--- src/rtl/seq_mult_arbiter.sv ---
// Round-robin arbiter sharing one 4-bit sequential multiplier among NREQ
// requesters, with a watchdog that aborts a multiply whose done never comes.
// Ports:
//   clk, rst               clock, async active-high reset
//   req, a_in, b_in        per-requester request level and packed operands
//   gnt, result, result_valid, result_id, err
//                          one-cycle completion bundle in RESP
//   busy                   high outside IDLE
//   mul_start, mul_a, mul_b, mul_z, mul_done
//                          multiplier handshake
module seq_mult_arbiter #(
    parameter int NREQ    = 4,
    parameter int TIMEOUT = 31
) (
    input  logic              clk,
    input  logic              rst,
    input  logic [NREQ-1:0]   req,
    input  logic [4*NREQ-1:0] a_in,
    input  logic [4*NREQ-1:0] b_in,
    output logic [NREQ-1:0]   gnt,
    output logic [7:0]        result,
    output logic              result_valid,
    output logic [1:0]        result_id,
    output logic              err,
    output logic              busy,
    output logic              mul_start,
    output logic [3:0]        mul_a,
    output logic [3:0]        mul_b,
    input  logic [7:0]        mul_z,
    input  logic              mul_done
);

    typedef enum logic [1:0] {
        S_IDLE,
        S_ISSUE,
        S_WAIT,
        S_RESP
    } state_t;

    state_t r_state;
    state_t w_next;

    logic [1:0] r_ptr;
    logic [1:0] r_id;
    logic [3:0] r_a;
    logic [3:0] r_b;
    logic [7:0] r_cnt;
    logic [7:0] r_result;
    logic       r_err;

    logic [2*NREQ-1:0] w_dbl;
    logic [NREQ-1:0]   w_rot;
    logic [1:0]        w_off;
    logic [2:0]        w_sum;
    logic [1:0]        w_sel;
    logic              w_any;
    logic [4*NREQ-1:0] w_a_sh;
    logic [4*NREQ-1:0] w_b_sh;
    logic              w_timeout;

    // Rotate req so bit 0 is the requester at ptr; the lowest set bit
    // of the rotated vector is then the round-robin winner's offset.
    assign w_dbl = {req, req} >> r_ptr;
    assign w_rot = w_dbl[NREQ-1:0];

    always_comb begin
        w_off = '0;
        for (int k = NREQ - 1; k >= 0; k--) begin
            if (w_rot[k]) begin
                w_off = 2'(k);
            end
        end
    end

    assign w_any = |req;

    // ptr and offset are both below NREQ, so one subtraction wraps.
    assign w_sum = {1'b0, r_ptr} + {1'b0, w_off};
    assign w_sel = (w_sum >= 3'(NREQ)) ? 2'(w_sum - 3'(NREQ))
                                       : w_sum[1:0];

    assign w_a_sh = a_in >> {w_sel, 2'b00};
    assign w_b_sh = b_in >> {w_sel, 2'b00};

    assign w_timeout = (r_cnt == 8'(TIMEOUT));

    always_ff @(posedge clk or posedge rst) begin
        if (rst) begin
            r_state <= S_IDLE;
        end else begin
            r_state <= w_next;
        end
    end

    always_comb begin
        w_next = r_state;
        case (r_state)
            S_IDLE: begin
                if (w_any) begin
                    w_next = S_ISSUE;
                end
            end
            S_ISSUE: w_next = S_WAIT;
            S_WAIT: begin
                if (mul_done || w_timeout) begin
                    w_next = S_RESP;
                end
            end
            S_RESP:  w_next = S_IDLE;
            default: w_next = S_IDLE;
        endcase
    end

    always_ff @(posedge clk or posedge rst) begin
        if (rst) begin
            r_ptr    <= '0;
            r_id     <= '0;
            r_a      <= '0;
            r_b      <= '0;
            r_cnt    <= '0;
            r_result <= '0;
            r_err    <= 1'b0;
        end else begin
            case (r_state)
                S_IDLE: begin
                    if (w_any) begin
                        r_id <= w_sel;
                        r_a  <= w_a_sh[3:0];
                        r_b  <= w_b_sh[3:0];
                    end
                end
                S_ISSUE: begin
                    r_cnt <= '0;
                end
                S_WAIT: begin
                    // A done arriving on the timeout cycle still wins.
                    if (mul_done) begin
                        r_result <= mul_z;
                        r_err    <= 1'b0;
                    end else if (w_timeout) begin
                        r_result <= '0;
                        r_err    <= 1'b1;
                    end else begin
                        r_cnt <= r_cnt + 8'd1;
                    end
                end
                S_RESP: begin
                    r_ptr <= (r_id == 2'(NREQ - 1)) ? 2'd0
                                                    : r_id + 2'd1;
                end
                default: begin
                end
            endcase
        end
    end

    always_comb begin
        gnt          = '0;
        result       = '0;
        result_valid = 1'b0;
        result_id    = '0;
        err          = 1'b0;
        if (r_state == S_RESP) begin
            gnt[r_id]    = 1'b1;
            result       = r_result;
            result_valid = 1'b1;
            result_id    = r_id;
            err          = r_err;
        end
    end

    assign busy      = (r_state != S_IDLE);
    assign mul_start = (r_state == S_ISSUE);
    assign mul_a     = r_a;
    assign mul_b     = r_b;

endmodule

--- config.mk ---
export PLATFORM = sky130hd
export DESIGN_NAME = seq_mult_arbiter
export DESIGN_NICKNAME = d
export VERILOG_FILES = /design/src/rtl/seq_mult_arbiter.sv
export SDC_FILE = /design/constraint.sdc
export NUM_CORES = 1
export LEC_CHECK = 0
export CORE_MARGIN = 1
export CORE_UTILIZATION = 30
export DETAILED_ROUTE_END_ITERATION = 6
export PLACE_DENSITY = 0.64
export SLEW_MARGIN = 0
export SYNTH_ARGS = -nofsm -noshare
export SYNTH_HDL_FRONTEND = slang
export SYNTH_SLANG_ARGS = --single-unit
--- constraint.sdc ---
create_clock -name clk -period 2.8 [get_ports clk]
set_input_delay 0.42 -clock clk [delete_from_list [all_inputs] [get_ports clk]]
set_output_delay 0.42 -clock clk [all_outputs]
set_load 0.02 [all_outputs]
==> results.json, run 1 <==
{
  "clk_latency_ns": 0.28,
  "avgRoutedWirePerCell_um": 13.7,
  "syn-cell-area_um2": 2280,
  "synth-seq-area-share_pct": 34.0,
  "synthCells": 246,
  "place.gp.congestion": 0.769,
  "holdBufCountCts": 0,
  "syn_area_per_cell_um2": 9.28,
  "fillers": 753,
  "finalMaxSlewViolations": 0,
  "grt_overflow": 0,
  "viasPerCell": 5.01,
  "yosysWarnings": 0,
  "p_leak_nw": 1.46,
  "dieArea_um2": 7960,
  "first_pass_iters": 4,
  "synth-edff-count": 0,
  "io_buffer_count": 72,
  "synth.ff_latch_count": 31,
  "tightest_slew_ns": 0.631,
  "cts_max_path_buffers": 2,
  "syn_to_final_growth_pct": 42.1,
  "wirelength_mm": 5.73,
  "cp.required_ns": 2.95,
  "yosys.area.top_type": "dfrtp_1",
  "ios": 73,
  "start_kind": "input pin",
  "netlist.area_leader.share_pct": 34.0,
  "syn_nets": 303,
  "status": "finished clean",
  "period_minus_slack_ns": 2.45,
  "grt_pass1_wl_mm": 9.32,
  "postCtsSetupRepairBufs": 0,
  "clkTransAtPathRegs_ns": 0.06,
  "cts_tree": "yes",
  "track_usage_pct": 15.1,
  "drt_iter0_markers": 54,
  "cp_max_fo": 17,
  "async_flop_share_pct": 100,
  "start_util_pct": 31.3,
  "placedCellCount": 410,
  "skew_ns": 0.00507,
  "grt_max_degree": 44,
  "drc": 0,
  "cts_sinks": 31,
  "setup_violations": 0,
  "max-cap-violations": 0,
  "hold_violations": 0,
  "core-area_um2": 7290,
  "rows": 31,
  "ys_types": 45,
  "cts_made_buffers": 5,
  "power_density_nw_per_um2": 1040,
  "tns_ns": 0,
  "critPathKind": "input pin to register",
  "drive_gt1_share_pct": 8.15,
  "synthTopCellsByArea": "dfrtp_1 (34%), mux2i_1 (15%), nor3_1 (7.5%)",
  "grt_pass1_vias": 2047,
  "die_w_um": 89.2,
  "grt_antenna_before_repair": 0,
  "slew_headroom_pct": 57.8,
  "rsz0062_at_grt": "no",
  "max_freq_ghz": 0.407,
  "crit_path_end_kind": "register",
  "stdcell_count": 418,
  "min_period_over_period_pct": 87.7,
  "cts_resized": 0,
  "cts-root-buf": "clkbuf_8",
  "holdCritPathClass": "register to register",
  "place_hpwl_mm": 4.20,
  "synth_ff_type": "dfrtp_1",
  "ant_nets": 0,
  "peakVddDrop_mv": 0.491,
  "die_y_um": 89.2,
  "nets": 375,
  "num_vias": 2093,
  "critical_path_arrival_ns": 2.61,
  "antenna_cells": 0,
  "htreeDepth": 2
}
[per-stage QoR]
| step | util [%] | worst slack [ns] | total power [mW] | area [um2] | hold WS [ns] |
|---|---|---|---|---|---|
| finish | 44.5 | 0.346 | 3.39 | 3240 | 0.496 |
| floorplan | - | 0.434 | 2.25 | 2280 | 0.455 |
| global placement | 42.7 | -0.0271 | 2.89 | 3110 | 0.477 |
| global route | 44.5 | 0.129 | 3.67 | 3240 | 0.521 |
| CTS | 44.3 | 0.212 | 3.41 | 3230 | 0.503 |
| detailed placement | 42.7 | -0.0951 | 2.94 | 3110 | 0.485 |
[sequential cells by signal, summed over array words and instances (netlist names)]
name      count
r_cnt         8
mul_a         4
mul_b         4
r_state       2
r_ptr         2
r_result      8
r_err         1
r_id          2
[worst max-delay path, stage by stage]
cell,delay (ns)
clkdlybuf4s50_1,0.55
nor2_1,0.10
or4_1,0.41
o2111ai_1,0.09
ha_1,0.29
buf_12,0.17
mux2i_1,0.24
nor3_1,0.07
mux2i_1,0.16
nand3_1,0.10
[worst paths after layout]
kind	from	end	slack, ns	cells after the start
hold reg to reg	mul_a[1]$_DFFE_PP0P_	mul_a[1]$_DFFE_PP0P_	0.50	2
hold / removal	mul_a[1]$_DFFE_PP0P_	mul_a[1]$_DFFE_PP0P_	0.50	2
setup / recovery	req[1]	mul_a[2]$_DFFE_PP0P_	0.35	10
max in group asynchronous	rst	mul_a[1]$_DFFE_PP0P_	1.98	3
setup reg to reg	r_ptr[0]$_DFFE_PP0P_	mul_a[2]$_DFFE_PP0P_	0.48	8
min in group asynchronous	rst	r_result[3]$_DFFE_PP0P_	0.53	3
[power by group]
| part | internal [mW] | switching [mW] | total [mW] |
|---|---|---|---|
| combinational | 0.991 | 1.17 | 2.16 |
| sequential | 0.620 | 0.148 | 0.768 |
| clock | 0.288 | 0.170 | 0.457 |
[area by class of cell]
class                   count  area (um2)  share of cell area, %
well taps                  99         124                   3.82
clock inverters             2        35.0                   1.08
inverters                  11        41.3                   1.27
repair buffers             81         813                   25.1
flip-flops and latches     31         776                   23.9
multi-input cells         188        1370                   42.3
clock buffers               6        82.6                   2.55
[cell families after synthesis]
logic type               after synthesis  synth area share [%]
adder cells (fa/ha/maj)               10                  5.48
flip-flops                            31                  34.0
AND/OR/NAND/NOR                      100                  22.6
buffers and inverters                 27                  6.80
XOR/XNOR                               3                  1.81
AO/OA/AOI/OAI                         38                  12.9
multiplexers                          37                  16.4
[synth_stat cells, types with 2 or more instances]
master	instances
buf_6	3
a21oi_1	4
a32oi_1	2
dfrtp_1	31
nand3b_1	2
inv_1	11
and3_1	2
o21ai_1	3
mux2i_1	34
a32o_1	2
and4_1	3
clkbuf_1	2
mux2_2	2
ha_1	10
o2bb2ai_1	3
a22o_1	8
a21oi_2	2
a31oi_1	3
nor2_1	15
o32ai_1	2
a21o_1	2
nand3_1	9
nor3_1	34
buf_2	9
and2_1	15
nand2_1	14
[cells in the final DEF, fill, tap and decap left out, types with 3 or more instances in the layout]
| cell | instances |
|---|---|
| nand2_1 | 14 |
| dfrtp_1 | 31 |
| clkdlybuf4s50_1 | 72 |
| and2_1 | 15 |
| inv_1 | 11 |
| o2bb2ai_1 | 3 |
| ha_1 | 10 |
| a22o_1 | 8 |
| o21ai_1 | 3 |
| mux2i_1 | 34 |
| a21oi_1 | 4 |
| buf_4 | 7 |
| nor2_1 | 15 |
| nor3_1 | 34 |
| clkbuf_8 | 6 |
| nand3_1 | 9 |
| and4_1 | 3 |
| a31oi_1 | 3 |
[metal layers]
layer | GRT usage [%] | wire [um] | vias to the layer above
met1 | 18.4 | 2560 | 979
met3 | 3.97 | 454 | 8
met5 | 0 | 0 | -
li1 | - | - | 1040
met2 | 26.4 | 2650 | 66
met4 | 4.33 | 67 | 0
Note: power is estimated with default switching activity, not from simulation.
==> run 2, diff against run 1 <==
SETUP_SLACK_MARGIN = 0.15   (was default)
SKIP_CTS_REPAIR_TIMING = 1   (was default)
==> results.json, run 2 (synthesis gave the netlist of run 1 again) <==
{
  "status": "finished clean",
  "placed_area_um2": 3110,
  "clk_latency_ns": 0.28,
  "holdCritPathClass": "register to register",
  "setup_violations": 0,
  "start_kind": "input pin",
  "antenna_cells": 0,
  "p_leak_nw": 1.46,
  "core-area_um2": 7290,
  "avgRoutedWirePerCell_um": 13.7,
  "period_minus_slack_ns": 2.46,
  "gr-usage-met3_pct": 3.97,
  "place.gp.congestion": 0.769,
  "cp-startpoint": "req[1]",
  "grt_pass1_wl_mm": 9.32,
  "skew_ns": 0.00501,
  "min_period_over_period_pct": 88.0,
  "fillers": 754,
  "start_util_pct": 31.3,
  "use_met2_pct": 26.4,
  "tightest_slew_ns": 0.631,
  "drt_iter0_markers": 54,
  "clkTransAtPathRegs_ns": 0.06,
  "io_buffer_count": 72,
  "tns_ns": 0,
  "nets": 375,
  "drc": 0,
  "rsz0062_at_grt": "yes",
  "die_y_um": 89.2,
  "placedCellCount": 410,
  "critical_path_arrival_ns": 2.62,
  "place_hpwl_mm": 4.20,
  "viasPerCell": 5.02,
  "cp.required_ns": 2.95,
  "track_usage_pct": 15.1,
  "dieArea_um2": 7960,
  "cts_made_buffers": 5,
  "stdcell_count": 418,
  "cts_max_path_buffers": 2,
  "top_usage_layer": "met2",
  "syn_to_final_growth_pct": 42.2,
  "cts-root-buf": "clkbuf_8",
  "cts_tree": "yes",
  "setup_ws_ns": 0.337,
  "hold_depth": 2,
  "met1_usage_pct": 18.4,
  "slew_headroom_pct": 57.8,
  "max_freq_ghz": 0.406,
  "finalMaxSlewViolations": 0,
  "max-cap-violations": 0,
  "grt_max_degree": 44,
  "critPathKind": "input pin to register",
  "peakVddDrop_mv": 0.493,
  "drive_gt1_share_pct": 8.46,
  "grt_pass1_vias": 2047,
  "ios": 73,
  "final_cell_mix": "clkdlybuf4s50_1 (72), nor3_1 (34), mux2i_1 (33)",
  "dp_slack_ns": -0.0951,
  "power_density_nw_per_um2": 1050,
  "ant_nets": 0,
  "rows": 31,
  "htreeDepth": 2,
  "cts_sinks": 31,
  "hp-start": "mul_a[1]$_DFFE_PP0P_",
  "hold_violations": 0,
  "grt_overflow": 0,
  "die_w_um": 89.2,
  "crit_path_end_kind": "register",
  "layout_commonest_cell": "clkdlybuf4s50_1",
  "post-route-util_pct": 44.5,
  "first_pass_iters": 4,
  "timing.rr.start": "r_ptr[0]$_DFFE_PP0P_",
  "cp_max_fo": 17,
  "rr_worst_depth": 8,
  "final_cell_area_um2": 3250,
  "num_vias": 2098,
  "wirelength_mm": 5.72,
  "reg.largest.list": "r_cnt: 8 flops, r_result: 8 flops",
  "grt_antenna_before_repair": 0
}
==> run 2: cell counts in the layout (fill, tap and decap cells not counted) <==
Identical to the previous run, type by type.
==> run 2: worst paths after layout <==
kind	slack, ns	to
min reg2reg	0.50	mul_a[1]$_DFFE_PP0P_
max in group asynchronous	1.98	mul_a[1]$_DFFE_PP0P_
max reg2reg	0.47	mul_a[2]$_DFFE_PP0P_
max	0.34	mul_a[2]$_DFFE_PP0P_
min	0.50	mul_a[1]$_DFFE_PP0P_
min in group asynchronous	0.53	r_result[3]$_DFFE_PP0P_
==> run 2: report_power, final <==
part | internal [mW] | leakage (nW) | switching [mW]
clock | 0.288 | 0.0612 | 0.169
sequential | 0.620 | 0.395 | 0.148
combinational | 0.997 | 1.00 | 1.17
==> run 2: metal layers <==
| metal | routed length (um) | up-vias | share of wire [%] |
|---|---|---|---|
| li1 | - | 1041 | - |
| met1 | 2550 | 983 | 45 |
| met2 | 2660 | 66 | 47 |
| met3 | 442 | 8 | 7.7 |
| met4 | 67 | 0 | 1.2 |
| met5 | 0 | - | 0 |
==> run 2: cell type report <==
type                    count  area, um2  share of cell area (%)
multi-input cells         188       1370                    42.3
repair buffers             81        813                    25.1
well taps                  99        124                    3.82
clock inverters             2       35.0                    1.08
clock buffers               6       82.6                    2.54
flip-flops and latches     31        776                    23.9
inverters                  11       41.3                    1.27
==> run 2: critical path, cell delays in order <==
cell and delay (ns):
clkdlybuf4s50_1 0.55, nor2_1 0.10, or4_1 0.41, o2111ai_1 0.09
ha_1 0.29, buf_12 0.17, mux2i_1 0.24, nor3_1 0.07
mux2i_1 0.16, nand3_1 0.10
==> run 2: stage by stage <==
step	power (mW)	hold slack, ns
3_3_place_gp	2.89	0.477
4_1_cts	3.41	0.503
5_1_grt	3.67	0.521
3_5_place_dp	2.94	0.485
2_1_floorplan	2.25	0.455
6_report	3.39	0.496
==> run 3, diff against run 2 <==
CAP_MARGIN = 20   (was default)
==> results of run 3 <==
Final layout, timing and power as in run 2 (identical DEF).
